**src/rtl/mem_arbiter.sv**
```systemverilog
// -----------------------------------------------------------------------------
// mem_arbiter
//
// Purpose:
//   Shares the single-port program/data RAM between the CPU control unit and a
//   host port (program load / debug readback). Each access is a single-beat
//   read or write with a req/gnt handshake. The block sits between the CPU
//   datapath memory mux and the RAM macro.
//
//   A request seen in IDLE is granted on the next cycle. Every grant lasts one
//   cycle and is followed by an IDLE cycle, so the RAM sees at most one access
//   every two cycles. Grants are decoded from the state register only, so there
//   is no combinational path from any req input to any gnt output.
//
// Configuration:
//   ARB_RR_EN undefined (default): the CPU has priority. A saturating
//       starvation counter forces a host win after HOST_STARVE_MAX lost
//       contested arbitrations.
//   ARB_RR_EN defined: round-robin on contested cycles. The requester that
//       was not granted last wins. HOST_STARVE_MAX is unused in this build.
//   In both builds host_lock=1 hides cpu_req from the arbiter.
//
// Parameters:
//   AW               address width (RAM depth 2**AW)
//   DW               data width
//   HOST_STARVE_MAX  lost host arbitrations before the host is forced to win
//
// Ports:
//   clock, reset                 rising-edge clock; asynchronous active-high reset
//   cpu_req/we/addr/wdata        CPU request (hold req until cpu_gnt is seen)
//   cpu_gnt, cpu_rvalid, cpu_rdata
//                                CPU grant, read-data-valid pulse, read data
//   host_req/we/addr/wdata       host request (same rules as the CPU)
//   host_lock                    1 = the CPU is never granted
//   host_gnt, host_rvalid, host_rdata
//                                host grant, read-data-valid pulse, read data
//   mem_addr, mem_wdata, mem_we  RAM address, write data and write strobe
//   mem_rdata                    RAM registered read data (1-cycle latency)
// -----------------------------------------------------------------------------
module mem_arbiter #(
    parameter int AW              = 5,
    parameter int DW              = 8,
    parameter int HOST_STARVE_MAX = 4
) (
    input  logic          clock,
    input  logic          reset,

    input  logic          cpu_req,
    input  logic          cpu_we,
    input  logic [AW-1:0] cpu_addr,
    input  logic [DW-1:0] cpu_wdata,
    output logic          cpu_gnt,
    output logic          cpu_rvalid,
    output logic [DW-1:0] cpu_rdata,

    input  logic          host_req,
    input  logic          host_we,
    input  logic [AW-1:0] host_addr,
    input  logic [DW-1:0] host_wdata,
    input  logic          host_lock,
    output logic          host_gnt,
    output logic          host_rvalid,
    output logic [DW-1:0] host_rdata,

    output logic [AW-1:0] mem_addr,
    output logic [DW-1:0] mem_wdata,
    output logic          mem_we,
    input  logic [DW-1:0] mem_rdata
);

    typedef enum logic [1:0] {
        IDLE     = 2'd0,
        GNT_CPU  = 2'd1,
        GNT_HOST = 2'd2
    } state_t;

    state_t state_reg;
    state_t state_next;

    logic cpu_rvalid_reg;
    logic host_rvalid_reg;

    // Requests as the arbiter sees them: host_lock hides the CPU entirely.
    logic cpu_cand;
    logic host_cand;

    assign cpu_cand  = cpu_req & ~host_lock;
    assign host_cand = host_req;

`ifdef ARB_RR_EN
    // last_owner: 0 = CPU, 1 = host. Starts as CPU, so the first contested
    // arbitration after reset goes to the host.
    logic last_owner_reg;
    logic last_owner_next;

    always_comb begin
        state_next      = state_reg;
        last_owner_next = last_owner_reg;
        case (state_reg)
            IDLE: begin
                if (cpu_cand && host_cand) begin
                    if (last_owner_reg) begin
                        state_next      = GNT_CPU;
                        last_owner_next = 1'b0;
                    end else begin
                        state_next      = GNT_HOST;
                        last_owner_next = 1'b1;
                    end
                end else if (cpu_cand) begin
                    state_next      = GNT_CPU;
                    last_owner_next = 1'b0;
                end else if (host_cand) begin
                    state_next      = GNT_HOST;
                    last_owner_next = 1'b1;
                end
            end
            GNT_CPU, GNT_HOST: state_next = IDLE;
            default:           state_next = IDLE;
        endcase
    end

    always_ff @(posedge clock or posedge reset) begin
        if (reset) begin
            last_owner_reg <= 1'b0;
        end else begin
            last_owner_reg <= last_owner_next;
        end
    end
`else
    localparam int SW = $clog2(HOST_STARVE_MAX + 1);

    // Number of contested arbitrations the host has lost since its last grant.
    logic [SW-1:0] starve_cnt_reg;
    logic [SW-1:0] starve_cnt_next;
    logic          host_starved;

    assign host_starved = (starve_cnt_reg == SW'(HOST_STARVE_MAX));

    always_comb begin
        state_next      = state_reg;
        starve_cnt_next = starve_cnt_reg;
        case (state_reg)
            IDLE: begin
                if (cpu_cand && host_cand) begin
                    if (host_starved) begin
                        state_next      = GNT_HOST;
                        starve_cnt_next = '0;
                    end else begin
                        // Not yet saturated here, so the increment cannot wrap.
                        state_next      = GNT_CPU;
                        starve_cnt_next = starve_cnt_reg + 1'b1;
                    end
                end else if (cpu_cand) begin
                    state_next = GNT_CPU;
                end else if (host_cand) begin
                    state_next      = GNT_HOST;
                    starve_cnt_next = '0;
                end
            end
            GNT_CPU, GNT_HOST: state_next = IDLE;
            default:           state_next = IDLE;
        endcase
    end

    always_ff @(posedge clock or posedge reset) begin
        if (reset) begin
            starve_cnt_reg <= '0;
        end else begin
            starve_cnt_reg <= starve_cnt_next;
        end
    end
`endif

    always_ff @(posedge clock or posedge reset) begin
        if (reset) begin
            state_reg       <= IDLE;
            cpu_rvalid_reg  <= 1'b0;
            host_rvalid_reg <= 1'b0;
        end else begin
            state_reg       <= state_next;
            // The RAM returns read data one cycle after the grant cycle.
            cpu_rvalid_reg  <= (state_reg == GNT_CPU)  && !cpu_we;
            host_rvalid_reg <= (state_reg == GNT_HOST) && !host_we;
        end
    end

    assign cpu_gnt     = (state_reg == GNT_CPU);
    assign host_gnt    = (state_reg == GNT_HOST);
    assign cpu_rvalid  = cpu_rvalid_reg;
    assign host_rvalid = host_rvalid_reg;
    assign cpu_rdata   = mem_rdata;
    assign host_rdata  = mem_rdata;

    // The RAM bus is driven from the state register alone, so an asynchronous
    // reset in the middle of a grant drops mem_we immediately.
    always_comb begin
        mem_addr  = '0;
        mem_wdata = '0;
        mem_we    = 1'b0;
        case (state_reg)
            GNT_CPU: begin
                mem_addr  = cpu_addr;
                mem_wdata = cpu_wdata;
                mem_we    = cpu_we;
            end
            GNT_HOST: begin
                mem_addr  = host_addr;
                mem_wdata = host_wdata;
                mem_we    = host_we;
            end
            default: begin
                mem_addr  = '0;
                mem_wdata = '0;
                mem_we    = 1'b0;
            end
        endcase
    end

endmodule

```
**config.mk**
```make
export PLATFORM = sky130hd
export DESIGN_NAME = mem_arbiter
export DESIGN_NICKNAME = d
export VERILOG_FILES = /design/src/rtl/mem_arbiter.sv
export SDC_FILE = /design/constraint.sdc
export NUM_CORES = 1
export LEC_CHECK = 0
export CORE_MARGIN = 4
export CORE_UTILIZATION = 31
export DETAILED_ROUTE_END_ITERATION = 10
export PLACE_DENSITY = 0.78
export RECOVER_POWER = 100
export SLEW_MARGIN = 15
export SYNTH_ARGS = -nofsm -noshare
export SYNTH_HDL_FRONTEND = slang
export SYNTH_SLANG_ARGS = --single-unit
```
**constraint.sdc**
```tcl
create_clock -name clock -period 1.7 [get_ports clock]
set_clock_uncertainty 0.15 [all_clocks]
set_input_delay 0.34 -clock clock [delete_from_list [all_inputs] [get_ports clock]]
set_output_delay 0.34 -clock clock [all_outputs]
set_load 0.02 [all_outputs]
```
Word level (Yosys, flattened, before mapping)
Index checks and enable logic that the tools add are counted.

word-level totals
  register bits after elaboration = 7
  input bits = 41
  output and inout bits = 34
  word-level logic and storage cells = 32

operators by class
  $add $sub $neg = 1
  equality and inequality tests = 5
  multiplexer cells = 12
  bitwise operators = 2
  reduce and logical (&&, ||, !) cells = 8

operator list
  cell                   number
  $pmux W8 S2            1
  $mux W3                4
  $mux W2                5
  $pmux W5 S2            1
  $ne A4 B4 Y1 const B   1
  $add A3 B1 Y3 const B  1
  $eq A3 B3 Y1 const B   1
  $logic_and A1 B1 Y1    3
  $reduce_and A3 Y1      1
  $eq A2 B1 Y1 const B   1
  $eq A2 B2 Y1 const B   1
  $logic_not A1 Y1       2
  $logic_not A2 Y1       1
  $ne A2 B1 Y1 const B   1
  $pmux W1 S2            1
  $reduce_bool A2 Y1     1
  $and A1 B1 Y1          1
  $not A1 Y1             1

Depth between registers and ports, before layout
  depth after elaboration = 5
  gate-level depth with buffers = 5
  mapped depth without buffers = 5

Worst setup path after synthesis
No wires, ideal clock.

  path kind = reg-to-output
  start = register state_reg[0]
  end = output port mem_wdata[0]
  arrival = 1.451 ns
  required time = 1.210 ns
  path slack = -0.241 ns
  stages on the path, launching flop included = 6
  path buffers = 1
  cell sequence = dfrtp_1 > inv_1 > ha_1 > buf_4 > a22oi_1 > nor2b_1

between the ends
  word-level cells in the longest chain between the ends = 2
  elaborated cells between the ends (all ways) = 3
  classes of those cells = eq/ne (2); mux (1)

ends and longest elaborated chain
  what                    RTL line  text
  from (decl)             77        state_t state_reg;
  from (signal assigned)  180       state_reg <= state_next;
  $eq A2 B2 Y1            --
  via host_gnt            61        output logic host_gnt,
  $pmux W8 S2             200       case (state_reg)
  to (decl)               66        output logic [DW-1:0] mem_wdata,

The timed path passes the listed nets, and every way through them passes these cells.

Worst setup path after layout
  start = register state_reg[1]
  end = output port mem_wdata[6]

between the ends
  word-level cells in the longest chain between the ends = 2
  elaborated cells between the ends (all ways) = 3
  classes of those cells = eq/ne (2); mux (1)

ends and longest elaborated chain
  what                                          RTL line
  $eq A2 B2 Y1 or $eq A2 B1 Y1 (tied branches)  200
  $pmux W8 S2 *                                 200

Every way passes the cells marked *; elsewhere a longest branch is shown, timed or not.

==> qor.log <==
qor: sta.fin_hold_ws 0.308 ns
qor: clock_tree.clkTransAtPathRegs 0.05 ns
qor: grt.grt_usage 14.2%
qor: power_and_ir_drop.peakVddDrop 0.601 mV
qor: outcome.failed_checks negative setup slack
qor: placed_design.pre_cts_ws -0.514 ns
qor: clock_tree.root_buffer sky130_fd_sc_hd__clkbuf_4
qor: clock_tree.cts_max_path_bufs 2
qor: logic_synthesis.netlist.area_leader.share 21.4%
qor: logic_synthesis.yosys.area_share.xor_xnor 0%
qor: layout.final_cell_area 1440 um2
qor: clock_tree.cts_buffers 3
qor: die.die_footprint 3530 um2
qor: setup_path.crit_fanout 6
qor: sta.final_period_utilization 114%
qor: logic_synthesis.synth-adder-area-share 9.17%
qor: sta.slew_headroom 79.7%
qor: logic_synthesis.yosysUniqueCellTypes 25
qor: grt.vias_in_the_first_global_route 793
qor: sta.setup_repair_after_global_routing_missed_its_margin true
qor: power_and_ir_drop.p_int 0.00107 W
qor: setup_path.critPathArrivalTime 1.44 ns
qor: routing.detail_route.wl_per_cell 15.5 um
qor: setup_path.slowest_stage sky130_fd_sc_hd__dfrtp_1
qor: power_and_ir_drop.sequentialPowerShare 13.3%
qor: die.initial_core_util 32.7%
qor: routing.detailedRoute.firstIterationViolations 17
qor: die.floorplan.die.height 59.4 um
qor: logic_synthesis.synth.largest_area_cell sky130_fd_sc_hd__dfrtp_1
qor: layout.most-common-layout-cells sky130_fd_sc_hd__clkdlybuf4s50_1, sky130_fd_sc_hd__buf_6, sky130_fd_sc_hd__a22oi_2
qor: outcome.status finished with violations
qor: logic_synthesis.synth_mux_area_share 1.83%
qor: grt.global_route_wire_length_before_repair 3.76 mm
qor: sta.drv_slew 0
qor: layout.syn2layout_area_growth 75.4%
qor: layout.largest_register_ffs 3
qor: setup_path.critPathRequiredTime 1.21 ns
qor: power_and_ir_drop.report.power.total 0.00175 W
qor: layout.layout.cells.most_common sky130_fd_sc_hd__clkdlybuf4s50_1
qor: grt.globalRoute.totalOverflow 0
qor: setup_path.worst_path_most_repeated_cell sky130_fd_sc_hd__buf_6
qor: power_and_ir_drop.power_density 1220 nW/um2
qor: layout.nets 178
qor: power_and_ir_drop.power.combinational.fraction 78.2%
qor: sta.timing.fmax 518 MHz
qor: logic_synthesis.ys.warnings.count 0
qor: power_and_ir_drop.share_clk_of_total_power 8.5%
qor: logic_synthesis.synth-seq-cells 7
qor: logic_synthesis.post_synth_instance_area 818 um2
qor: layout.drive_gt1_share 50.8%
qor: setup_path.critical_path_class reg2out
qor: clock_tree.cts_num_sinks 7
qor: routing.first_drt_pass_iteration_count 4
qor: logic_synthesis.synth_seq_area_share 21.4%
qor: sta.setup_ws -0.232 ns
qor: sta.hold_violations 0
qor: setup_path.timing.critical_path.to_type output port
qor: setup_path.cp_slowest_stage_delay 0.39 ns
qor: power_and_ir_drop.switching_share 39.0%
qor: logic_synthesis.synth_simple_gate_area_share 22.2%
qor: setup_path.setup.worst_path.start_class flop
qor: routing.detail_route.wirelength 2.47 mm
qor: min_path.worst_hold_path_type in2async
qor: placed_design.dp_hpwl 1.92 mm
qor: run.timing.max_cap.violations 0
qor: clock_tree.max_h_tree_level 1
qor: setup_path.ordered_cell_list_for_the_critical_path buf_6 > ha_4 > buf_6 > a22oi_2 > nor2b_2 > buf_6
qor: die.io-pin-count 75
qor: grt.grt_antenna_before_repair 0
qor: power_and_ir_drop.leakagePower 0.573 nW
qor: logic_synthesis.syn_avg_cell_area 9.74 um2
qor: sta.fin_crit 1.93 ns
qor: logic_synthesis.postSynthNetCount 131
qor: clock_tree.tritoncts_clock_tree built
qor: routing.route.antenna.remaining_nets 0
qor: routing.post-route-drc-count 0
qor: die.fp.coreArea 2500 um2
qor: logic_synthesis.post_synthesis_cells 84
qor: logic_synthesis.synth.top_cells.by_area sky130_fd_sc_hd__dfrtp_1, sky130_fd_sc_hd__buf_4, sky130_fd_sc_hd__a22oi_2
qor: grt.grt_max_degree 15
qor: clock_tree.clk_latency 0.25 ns
qor: logic_synthesis.synth_top_family_by_area compound AO/OA/AOI/OAI gates
qor: layout.postLayoutCoreUtil 57.4%
qor: placed_design.portBuffers 50
qor: placed_design.gp_routability_congestion 0.745
qor: placed_design.detailed_place.area 1270 um2
qor: layout.diodes 0
qor: die.die_w 59.4 um
qor: routing.drt_via_density 4.74
qor: logic_synthesis.compound_cell_area_share_of_the_yosys_netlist 25.1%
qor: power_and_ir_drop.power.switching 0.000684 W
qor: die.rows 18
qor: clock_tree.cts-hold-fix-buffers 0
qor: routing.detailroute.via_count 759
qor: sta.final-setup-viol-count 16
qor: sta.tightest_slew 0.300 ns
## logic make-up (layout without fill, tap and decap cells)
| group | after synthesis | in the layout |
|---|---|---|
| AND/OR/NAND/NOR | 24 | 24 |
| buffers and inverters | 25 | 71 |
| flip-flops | 7 | 7 |
| adder cells (fa/ha/maj) | 6 | 6 |
| multiplexers | 1 | 1 |
| AO/OA/AOI/OAI | 21 | 21 |
## cells in the mapped netlist
| cell type | n |
|---|---|
| sky130_fd_sc_hd__nand2_1 | 1 |
| sky130_fd_sc_hd__nand2b_4 | 1 |
| sky130_fd_sc_hd__dfrtp_1 | 7 |
| sky130_fd_sc_hd__inv_1 | 6 |
| sky130_fd_sc_hd__nor2b_2 | 9 |
| sky130_fd_sc_hd__o21a_1 | 1 |
| sky130_fd_sc_hd__a21oi_1 | 1 |
| sky130_fd_sc_hd__o21ai_1 | 1 |
| sky130_fd_sc_hd__a22o_1 | 1 |
| sky130_fd_sc_hd__o21ai_0 | 1 |
| sky130_fd_sc_hd__nor2_1 | 2 |
| sky130_fd_sc_hd__buf_4 | 17 |
| sky130_fd_sc_hd__mux2_4 | 1 |
| sky130_fd_sc_hd__nand2_2 | 1 |
| sky130_fd_sc_hd__o41ai_2 | 1 |
| sky130_fd_sc_hd__nor2b_1 | 7 |
| sky130_fd_sc_hd__buf_6 | 1 |
| sky130_fd_sc_hd__nor3_2 | 1 |
| sky130_fd_sc_hd__a21boi_1 | 1 |
| sky130_fd_sc_hd__ha_1 | 6 |
| sky130_fd_sc_hd__a22oi_2 | 9 |
| sky130_fd_sc_hd__and2_4 | 1 |
| sky130_fd_sc_hd__clkbuf_2 | 1 |
| sky130_fd_sc_hd__nor4b_1 | 1 |
| sky130_fd_sc_hd__a22oi_1 | 5 |
## metrics by stage
stage / cells / TNS (ns)
2_1_floorplan: 84 / -0.399
3_5_place_dp: 150 / -7.41
6_report: 160 / -3.33
5_1_grt: 160 / -4.49
3_3_place_gp: 150 / -7.01
4_1_cts: 159 / -3.70
## worst max-delay path, delay by kind of cell, from the launching register on
family,cells,cell delay (ns)
buffers and inverters,3,0.40
adders and majority gates,1,0.17
DFF,1,0.39
AOI/OAI and AO/OA,1,0.17
and+or+nand+nor,1,0.06
## worst paths after layout
path,slack [ns],depth (start not counted),to,start
max,-0.23,6,mem_wdata[6],state_reg[1]
min,0.31,2,starve_cnt_reg[0],reset
max reg2reg,0.23,5,starve_cnt_reg[0],starve_cnt_reg[0]
min reg2reg,0.33,1,starve_cnt_reg[2],starve_cnt_reg[2]
max in group asynchronous,0.88,2,state_reg[1],reset
min in group clock,0.33,1,starve_cnt_reg[2],starve_cnt_reg[2]
## layout make-up
type | count | area (um2)
Fill cell | 224 | 1060
Timing Repair Buffer | 61 | 632
Multi-Input combinational cell | 52 | 542
Sequential cell | 7 | 175
Tap cell | 30 | 37.5
Clock buffer | 4 | 26.3
Inverter | 6 | 22.5
## routing by layer
metal | up-vias | wire [um] | global-route usage, %
li1 | 362 | - | -
met1 | 350 | 954 | 16.4
met2 | 37 | 1190 | 23.9
met3 | 10 | 274 | 4.79
met4 | 0 | 51 | 5.83
met5 | - | 0 | 0
## timing repair
item                       in CTS  in global routing
setup endpoints to repair      16                 16
pin swaps                       4                  4
resized for setup              87                 22
setup buffers                   5                  1
hold endpoints to repair        0                  0
## power by group through the flow
stage,clock (W),combinational (W),sequential (W)
4_1_cts,0.000156,0.00128,0.000232
6_report,0.000149,0.00137,0.000233
5_1_grt,0.000170,0.00146,0.000241
2_1_floorplan,0,0.000732,0.000246
3_5_place_dp,0,0.00110,0.000232
3_3_place_gp,0,0.00107,0.000229
(Power assumes the default switching activity.)
